`src/rtl/t05_bit_packer_pkg.sv`:
```
// Shared types and constants for the Huffman bit packer slice.
// Includes the padding helpers used when the final partial byte is flushed.
package t05_pkg;

   typedef enum logic [2:0] {
      IDLE  = 3'd0,
      PACK  = 3'd1,
      FLUSH = 3'd2,
      DRAIN = 3'd3,
      DONE  = 3'd4
   } packer_state_t;

   localparam logic [3:0] EN_TRANSLATE = 4'd5;
   localparam logic [7:0] EOF_CHAR     = 8'h1A;

   // Left-justify the bit_cnt valid bits of a partial byte, zero-filling the low end.
   function automatic logic [7:0] pad_byte(input logic [7:0] shreg, input logic [2:0] bit_cnt);
      logic [3:0] shamt;
      shamt    = 4'd8 - {1'b0, bit_cnt};
      pad_byte = shreg << shamt;
   endfunction

   function automatic logic [2:0] pad_count(input logic [2:0] bit_cnt);
      pad_count = 3'd0 - bit_cnt;
   endfunction

endpackage

```
`src/rtl/t05_byte_fifo.sv`:
```
// Synchronous byte FIFO with wrapping pointers, occupancy count and
// first-word fall-through head (reads as zero while empty).
module t05_byte_fifo #(
   parameter int DEPTH = 4,
   parameter int WIDTH = 8
) (
   input  logic                         clk,
   input  logic                         rst,
   input  logic                         clear,
   input  logic                         push,
   input  logic [WIDTH-1:0]             din,
   input  logic                         pop,
   output logic [WIDTH-1:0]             dout,
   output logic [$clog2(DEPTH):0]       count,
   output logic                         full,
   output logic                         empty
);

   localparam int AW = $clog2(DEPTH);
   localparam int CW = AW + 1;

   logic [WIDTH-1:0] mem_q [DEPTH];
   logic [WIDTH-1:0] mem_d [DEPTH];
   logic [AW-1:0]    wr_ptr_q, wr_ptr_d;
   logic [AW-1:0]    rd_ptr_q, rd_ptr_d;
   logic [CW-1:0]    count_q, count_d;
   logic             do_push_s;
   logic             do_pop_s;

   assign full      = (count_q == CW'(DEPTH));
   assign empty     = (count_q == CW'(0));
   assign count     = count_q;
   assign dout      = empty ? {WIDTH{1'b0}} : mem_q[rd_ptr_q];
   assign do_push_s = push & ~full;
   assign do_pop_s  = pop & ~empty;

   // Next-state for storage, pointers and occupancy; clear discards everything.
   always_comb begin
      mem_d    = mem_q;
      wr_ptr_d = wr_ptr_q;
      rd_ptr_d = rd_ptr_q;
      count_d  = count_q;
      if (clear) begin
         wr_ptr_d = AW'(0);
         rd_ptr_d = AW'(0);
         count_d  = CW'(0);
      end else begin
         if (do_push_s) begin
            mem_d[wr_ptr_q] = din;
            wr_ptr_d        = wr_ptr_q + AW'(1);
         end else begin
            wr_ptr_d = wr_ptr_q;
         end
         if (do_pop_s) begin
            rd_ptr_d = rd_ptr_q + AW'(1);
         end else begin
            rd_ptr_d = rd_ptr_q;
         end
         case ({do_push_s, do_pop_s})
            2'b10:   count_d = count_q + CW'(1);
            2'b01:   count_d = count_q - CW'(1);
            default: count_d = count_q;
         endcase
      end
   end

   // FIFO state registers with synchronous active-low reset.
   always_ff @(posedge clk) begin
      if (!rst) begin
         for (int i = 0; i < DEPTH; i++) begin
            mem_q[i] <= {WIDTH{1'b0}};
         end
         wr_ptr_q <= AW'(0);
         rd_ptr_q <= AW'(0);
         count_q  <= CW'(0);
      end else begin
         mem_q    <= mem_d;
         wr_ptr_q <= wr_ptr_d;
         rd_ptr_q <= rd_ptr_d;
         count_q  <= count_d;
      end
   end

endmodule

```
`src/rtl/t05_bit_packer.sv`:
```
// Packs the encoded bit stream MSB-first into bytes, buffers them toward the
// writer, zero-pads the last byte at end of file and reports pad/byte counts.
module t05_bit_packer
   import t05_pkg::*;
#(
   parameter int         FIFO_DEPTH   = 4,
   parameter logic [3:0] ACTIVE_STATE = EN_TRANSLATE
) (
   input  logic        clk,
   input  logic        rst,
   input  logic [3:0]  en_state,
   input  logic        bit_in,
   input  logic        bit_valid,
   input  logic        flush,
   output logic        stall,
   output logic [7:0]  byte_out,
   output logic        byte_valid,
   input  logic        byte_ready,
   output logic [31:0] total_bytes,
   output logic [2:0]  pad_bits,
   output logic        done
);

   localparam int CW = $clog2(FIFO_DEPTH) + 1;

   packer_state_t state_q, state_d;
   logic [7:0]    shreg_q, shreg_d;
   logic [2:0]    bit_cnt_q, bit_cnt_d;
   logic [31:0]   total_q, total_d;
   logic [2:0]    pad_q, pad_d;

   logic          active_s;
   logic          stall_s;
   logic          push_s;
   logic [7:0]    push_data_s;
   logic          pop_s;
   logic          clear_s;
   logic [7:0]    packed_s;
   logic [CW-1:0] fifo_count_s;
   logic          fifo_full_s;
   logic          fifo_empty_s;

   assign active_s = (en_state == ACTIVE_STATE);
   assign stall_s  = ((state_q == PACK) || (state_q == FLUSH)) ? fifo_full_s : 1'b0;
   assign pop_s    = byte_ready & ~fifo_empty_s & (state_q != IDLE);
   assign packed_s = {shreg_q[6:0], bit_in};

   // Packer FSM: next state, shift register, counters and FIFO push/clear.
   always_comb begin
      state_d     = state_q;
      shreg_d     = shreg_q;
      bit_cnt_d   = bit_cnt_q;
      total_d     = total_q;
      pad_d       = pad_q;
      push_s      = 1'b0;
      push_data_s = 8'h00;
      clear_s     = 1'b0;
      case (state_q)
         IDLE: begin
            clear_s   = 1'b1;
            shreg_d   = 8'h00;
            bit_cnt_d = 3'd0;
            total_d   = 32'd0;
            pad_d     = 3'd0;
            if (active_s) begin
               state_d = PACK;
            end else begin
               state_d = IDLE;
            end
         end
         PACK, FLUSH, DRAIN: begin
            if (!active_s) begin
               // Abort: drop buffered bytes and the partial byte in one step.
               clear_s   = 1'b1;
               state_d   = IDLE;
               shreg_d   = 8'h00;
               bit_cnt_d = 3'd0;
               total_d   = 32'd0;
               pad_d     = 3'd0;
            end else if (state_q == PACK) begin
               if (bit_valid && !stall_s) begin
                  shreg_d   = packed_s;
                  bit_cnt_d = bit_cnt_q + 3'd1;
                  if (bit_cnt_q == 3'd7) begin
                     push_s      = 1'b1;
                     push_data_s = packed_s;
                     total_d     = total_q + 32'd1;
                  end else begin
                     push_s = 1'b0;
                  end
               end else begin
                  bit_cnt_d = bit_cnt_q;
               end
               if (flush) begin
                  state_d = FLUSH;
               end else begin
                  state_d = PACK;
               end
            end else if (state_q == FLUSH) begin
               if (bit_cnt_q == 3'd0) begin
                  pad_d   = 3'd0;
                  state_d = DRAIN;
               end else if (!fifo_full_s) begin
                  push_s      = 1'b1;
                  push_data_s = pad_byte(shreg_q, bit_cnt_q);
                  pad_d       = pad_count(bit_cnt_q);
                  total_d     = total_q + 32'd1;
                  bit_cnt_d   = 3'd0;
                  state_d     = DRAIN;
               end else begin
                  state_d = FLUSH;
               end
            end else begin
               if (fifo_empty_s || ((fifo_count_s == CW'(1)) && pop_s)) begin
                  state_d = DONE;
               end else begin
                  state_d = DRAIN;
               end
            end
         end
         DONE: begin
            if (!active_s) begin
               state_d = IDLE;
            end else begin
               state_d = DONE;
            end
         end
         default: begin
            clear_s = 1'b1;
            state_d = IDLE;
         end
      endcase
   end

   // Packer state registers with synchronous active-low reset.
   always_ff @(posedge clk) begin
      if (!rst) begin
         state_q   <= IDLE;
         shreg_q   <= 8'h00;
         bit_cnt_q <= 3'd0;
         total_q   <= 32'd0;
         pad_q     <= 3'd0;
      end else begin
         state_q   <= state_d;
         shreg_q   <= shreg_d;
         bit_cnt_q <= bit_cnt_d;
         total_q   <= total_d;
         pad_q     <= pad_d;
      end
   end

   t05_byte_fifo #(
      .DEPTH (FIFO_DEPTH),
      .WIDTH (8)
   ) u_fifo (
      .clk   (clk),
      .rst   (rst),
      .clear (clear_s),
      .push  (push_s),
      .din   (push_data_s),
      .pop   (pop_s),
      .dout  (byte_out),
      .count (fifo_count_s),
      .full  (fifo_full_s),
      .empty (fifo_empty_s)
   );

   assign stall       = stall_s;
   assign byte_valid  = ~fifo_empty_s;
   assign total_bytes = total_q;
   assign pad_bits    = pad_q;
   assign done        = (state_q == DONE);

endmodule

```
`config.mk`:
```
export PLATFORM = sky130hd
export DESIGN_NAME = t05_bit_packer
export DESIGN_NICKNAME = d
export VERILOG_FILES = /design/src/rtl/t05_bit_packer_pkg.sv /design/src/rtl/t05_byte_fifo.sv /design/src/rtl/t05_bit_packer.sv
export SDC_FILE = /design/constraint.sdc
export NUM_CORES = 1
export LEC_CHECK = 0
export CORE_ASPECT_RATIO = 0.75
export CORE_MARGIN = 4
export CORE_UTILIZATION = 35
export CTS_CLUSTER_SIZE = 20
export DETAILED_ROUTE_END_ITERATION = 8
export PLACE_DENSITY = 0.59
export SLEW_MARGIN = 20
export SYNTH_ARGS = -nofsm -noshare
export SYNTH_HDL_FRONTEND = slang
export SYNTH_SLANG_ARGS = --single-unit
```
`constraint.sdc`:
```
create_clock -name clk -period 3.9 [get_ports clk]
set_input_delay 0.39 -clock clk [delete_from_list [all_inputs] [get_ports clk]]
set_output_delay 0.39 -clock clk [all_outputs]
set_load 0.02 [all_outputs]
```
Word level (Yosys, flattened, before mapping)
Index checks and enable logic that the tools add are counted.

cells by class
  $add $sub $neg = 8
  mux-type cells = 62
  shift operators = 1
  order comparisons = 3
  bitwise gates (word level) = 10
  equality and inequality tests = 20
  reduce and logical (&&, ||, !) cells = 19

operators by type and width
  kind                                                                    count
  32-bit 2-to-1 mux                                                       7
  8-bit 2-to-1 mux                                                        15
  32-bit case mux with 2 select lines                                     1
  3-bit 2-to-1 mux                                                        16
  32-bit by 1-bit adder with 32-bit output (second input constant)        1
  32-bit bitwise mux                                                      1
  4-bit != test (second input constant)                                   6
  3-bit case mux with 2 select lines                                      3
  8-bit binary-select mux with 2-bit select                               1
  8-bit demux with 2-bit select                                           1
  8-bit case mux with 2 select lines                                      1
  1-bit 2-to-1 mux                                                        13
  3-bit != test (second input constant)                                   4
  3-bit equality test (second input constant)                             3
  3-bit zero test                                                         3
  3-bit case mux with 3 select lines                                      1
  8-bit by 4-bit << shifter with 8-bit output                             1
  3-bit by 1-bit adder with 3-bit output (second input constant)          2
  3-bit by 1-bit equality test with 1-bit output (second input constant)  2
  3-bit by 2-bit equality test with 1-bit output (second input constant)  2
  3-bit >= comparator (second input constant)                             2
  2-bit NOT with 3-bit output                                             2
  6-bit AND reduction                                                     1
  5-bit AND reduction                                                     1
  other kinds (22)                                                        33

storage, ports and cells
  register bits = 88
  output and inout bits = 46
  bits of input ports = 10

Logic depth before layout (Yosys ltp)
  word-level depth = 12
  gate-level depth with buffers = 14
  depth with buffers taken out = 12

Hierarchy
A second synthesis with hierarchy kept.

unflattened totals
  cells, all modules = 580
  area, all modules = 4874.7 um2

modules (own cells, without submodules)
  module          cells an instance  seq. area each (um2)  times used  area each (um2)
  t05_bit_packer  399                980.9                 1           3017.9
  t05_byte_fifo   181                780.7                 1           1856.8

Worst setup path after synthesis
OpenSTA, ideal clock, no wires.

  kind = reg-to-reg
  from = register bit_cnt_q[0]
  to = register u_fifo.count_q[2] (netlist: u_fifo.count[2])
  data arrival time = 2.719 ns
  clock period less this slack = 2.850 ns
  setup slack = 1.050 ns
  stages on the path, launching flop included = 14
  buffers on the path = 2
  required time = 3.769 ns
  library setup time = 0.131 ns
  cells stage by stage = dfxtp_1 clkbuf_1 buf_2 inv_1 ha_1 ha_1 nor4b_1 nand2_1 a21oi_1 inv_1 ha_1 nor2_1 xnor2_1 nor2_1

on the way
  longest elaborated chain between the ends = 9
  elaborated cells on any way between the ends = 14
  classes of those cells = eq/ne (3); mux (8); bitwise (1); reduce/logical (2)

RTL lines
  item                                                                                   line                                         text
  start: declaration                                                                     t05_bit_packer.sv:28                         logic [2:0] bit_cnt_q, bit_cnt_d;
  start signal: assignment                                                               t05_bit_packer.sv:146                        bit_cnt_q <= bit_cnt_d;
  3-bit equality test or 3-bit zero test (tied branches)                                 t05_bit_packer.sv:84, t05_bit_packer.sv:100
  1-bit 2-to-1 mux (on tied branches)                                                    t05_bit_packer.sv:84, t05_bit_packer.sv:100
  1-bit 2-to-1 mux (on tied branches)                                                    t05_bit_packer.sv:81, t05_bit_packer.sv:99
  1-bit 2-to-1 mux (*)                                                                   t05_bit_packer.sv:80                         end else if (state_q == PACK) begin
  1-bit 2-to-1 mux (*)                                                                   t05_bit_packer.sv:72                         if (!active_s) begin
  1-bit 2-to-1 mux (*)                                                                   t05_bit_packer.sv:58                         case (state_q)
  1-bit bitwise AND (*)                                                                  t05_byte_fifo.sv:34                          assign do_push_s = push & ~full;
  2-bit by 1-bit equality test with 1-bit output or 2-bit equality test (tied branches)  t05_byte_fifo.sv:59                          case ({do_push_s, do_pop_s})
  3-bit case mux with 2 select lines or 2-bit nonzero test (tied branches)               --
  end signal: assignment                                                                 t05_byte_fifo.sv:80                          count_q <= count_d;
  end: declaration                                                                       t05_byte_fifo.sv:26                          logic [CW-1:0] count_q, count_d;

Mark *: on every way between the ends. The rest lies on a longest branch, timed or not.
A chain may end at the register's enable or synchronous reset.

Worst setup path after layout
Same ends and word-level chain as after synthesis.

==> results.toml <==
[pwr]
clock_power_share_pct = 51.4
intPower_mw = 1.50
p_leak_nw = 1.76
switching_share_pct = 21.2
p_switching_uw = 405
finalPower_mw = 1.91
vdd_ir_drop_max_v = 0.000188
p_comb_share_pct = 1.5
p_seq_share_pct = 47.1
power.density_nw_per_um2 = 332

[hold_path]
min-delay-start = "pad_bits[0]"
holdCritPathClass = "reg -> reg"
min_to = "pad_bits[0]"
holdPathStages = 2

[detailed_routing]
wl_per_cell_um = 16.6
vias = 4274
wl_um = 12600
drtIter0Drc = 380
ant_nets = 0
drtPass1Iterations = 4
post-route-drc-count = 0
viasPerCell = 5.65

[finish]
nNetsFinal = 605
drive_above_1_share_pct = 8.53
area_growth_pct = 20.9
final_area_um2 = 5750
instances_no_fill = 757
final_util_pct = 43.7
antenna_cells = 0

[clock_network]
clock-root-buffer = "clkbuf_16"
cts.clk_slew.worst_paths_ns = 0.07
cts_buffers = 9
cts_tree = "built"
cts_sinks = 88
hold_buffers = 0
htreeDepth = 3
cts-resized-gates = 0
cts_setup_buffers = 0
clk_latency_ns = 0.34
clockBufferDepth = 2

[global_routing]
top_usage_layer = "met1"
grtUsageMet2_pct = 23.8
use_met3_pct = 2.89
grt_pass1_vias = 3967
grt_max_degree = 55
use_met1_pct = 24.7
grt_pass1_wl_um = 20600
antenna_found_initial = 0
grt-ovfl-total = 0
grtUsageTotal_pct = 16.4

[placement]
dp_cells = 741
place_area_um2 = 5420
dp_slack_ns = 0.721
hpwl_um = 8870
port_buffers = 55
gp_congestion = 0.871

[sta]
setup_slack_ns = 0.724
setup-violations-final = 0
slew_headroom_pct = 38.1
clock_skew_ns = 0.00820
drv_slew = 0
period_share_pct = 81.4
period_minus_slack_ns = 3.18
worst_slew_pin_slew_ns = 0.919
finalHoldViolCount = 0
fin_tns_setup_ns = 0
holdWs_ns = 0.458
clock.fmax_mhz = 315
rsz0062_at_grt = "no"

[yosys]
synth-compound-area-share_pct = 21.1
synth_area_leaders = "dfxtp_1 (37%), a21oi_1 (6.1%), mux4_2 (5.2%)"
synthAdderAreaFrac_pct = 3.89
yosys_warnings = 0
syn-mean-instance-area_um2 = 8.83
synth.area.mux_share_pct = 9.05
synth-edff-count = 0
ys_seq_area_share_pct = 37.0
synth_nets = 563
synth_commonest_cells = "dfxtp_1 (88), a21oi_1 (58), nor2_1 (33)"
synth.most_common_cell = "dfxtp_1"
synth.distinct_cells = 64
ys_async_sr_fraction_pct = 0
netlist_instances = 539
synth_top_family_by_area = "simple AND/OR/NAND/NOR gates"
synth-xor-area-share_pct = 1.29
yosys.area_share.simple_pct = 21.7
ys_seq_elements = 88
syn_area_um2 = 4760
synthFlopType = "dfxtp_1"
synth_top_area_cell = "dfxtp_1"
synth_top_area_share_pct = 37.0

[die]
ios = 56
fp.dieW_um = 143
rows = 36
die_height_um = 109
start_util_pct = 36.2
die-area_um2 = 15500
core_um2 = 13200

[worst_setup_path]
rr_worst_depth = 11
reg2reg_from = "bit_cnt_q[0]"
critPathLaunchType = "register"
timing.rr.end = "u_fifo.count[2]"
cp.required_ns = 4.12
cpMaxStageDelayCell = "dfxtp_1"
critPathCaptureType = "register"
cpPeakStageDelay_ns = 0.65
ff2ff_setup_slack_ns = 0.72
critPathKind = "reg -> reg"
cpMostUsedCell = "ha_1"
crit_path_cell_trace = "inv_1 -> ha_1 -> ha_1 -> nor4b_1 -> nand2_1 -> a21oi_1 -> inv_1 -> ha_1 -> nor2_1 -> xnor2_1 -> nor2_1"
arrival_ns = 3.39
cp_max_fo = 15

[status]
status = "finished clean"

[job]
drv_cap = 0
==> worst max path at each step <==
stage,startpoint,end,slack (ns),cells after the start
after CTS,bit_cnt_q[0],u_fifo.count[2],0.73,12
final,bit_cnt_q[0],u_fifo.count[2],0.72,11
after global routing,bit_cnt_q[0],u_fifo.count[2],0.28,12
after detailed placement,bit_cnt_q[0],u_fifo.count[2],0.72,11
after floorplan,bit_cnt_q[0],u_fifo.count[2],1.05,13
after global placement,bit_cnt_q[0],u_fifo.count[2],0.83,11
==> flip-flops by register name, summed over array words and instances (netlist names), 3 cells and up <==
| signal | count |
|---|---|
| u_fifo.count | 3 |
| shreg_q | 8 |
| bit_cnt_q | 3 |
| total_bytes | 32 |
| u_fifo.mem_q | 32 |
| pad_bits | 3 |
| state_q | 3 |
==> cells by family (layout without fill, tap and decap cells) <==
family	Yosys count	count (layout)
and+or+nand+nor	182	182
AOI/OAI and AO/OA	159	159
DFF	88	88
buffers and inverters	59	106
muxes	29	29
adders and majority gates	15	15
xor gates and xnor gates	7	7
==> power by group through the flow <==
stage | Combinational (mW) | Clock, mW | Sequential [mW]
final | 0.0285 | 0.979 | 0.899
after global routing | 0.0311 | 1.03 | 0.899
after CTS | 0.0287 | 0.998 | 0.899
after detailed placement | 0.0286 | 0 | 0.920
after global placement | 0.0284 | 0 | 0.920
after floorplan | 0.0134 | 0 | 0.919
==> critical path, delay by kind of cell, from the launching register on <==
family          cells  cell delay, ns
fa+ha+maj           3            0.79
simple gates        4            0.85
xor+xnor            1            0.14
compound gates      1            0.36
buf+inv             2            0.25
flops               1            0.65
==> layout make-up <==
cell class / count / area, µm²
clock buffer: 10 / 239
clock inverter: 6 / 97.6
fill: 1292 / 7400
inverter: 23 / 86.3
multi-input combinational: 392 / 2710
sequential: 88 / 1760
tap: 171 / 214
timing repair buffer: 67 / 641
==> cells in the final DEF, fill, tap and decap left out, types with 11 or more instances in the layout <==
master           count
dfxtp_1             88
a21oi_1             58
clkdlybuf4s50_1     55
nor2_1              33
o21ai_0             31
nand2_1             28
inv_1               23
nand3_1             21
o31ai_1             20
or4_1               19
mux2i_1             16
ha_1                14
nor2b_1             12
buf_4               12
mux4_2              11
or3_1               11
==> metal layers <==
metal | share of wire, % | vias up
met5 | 0 | -
li1 | - | 2106
met1 | 50 | 2029
met2 | 43 | 121
met3 | 5.4 | 18
met4 | 1.5 | 0
Power figures use the tool's default switching activity.
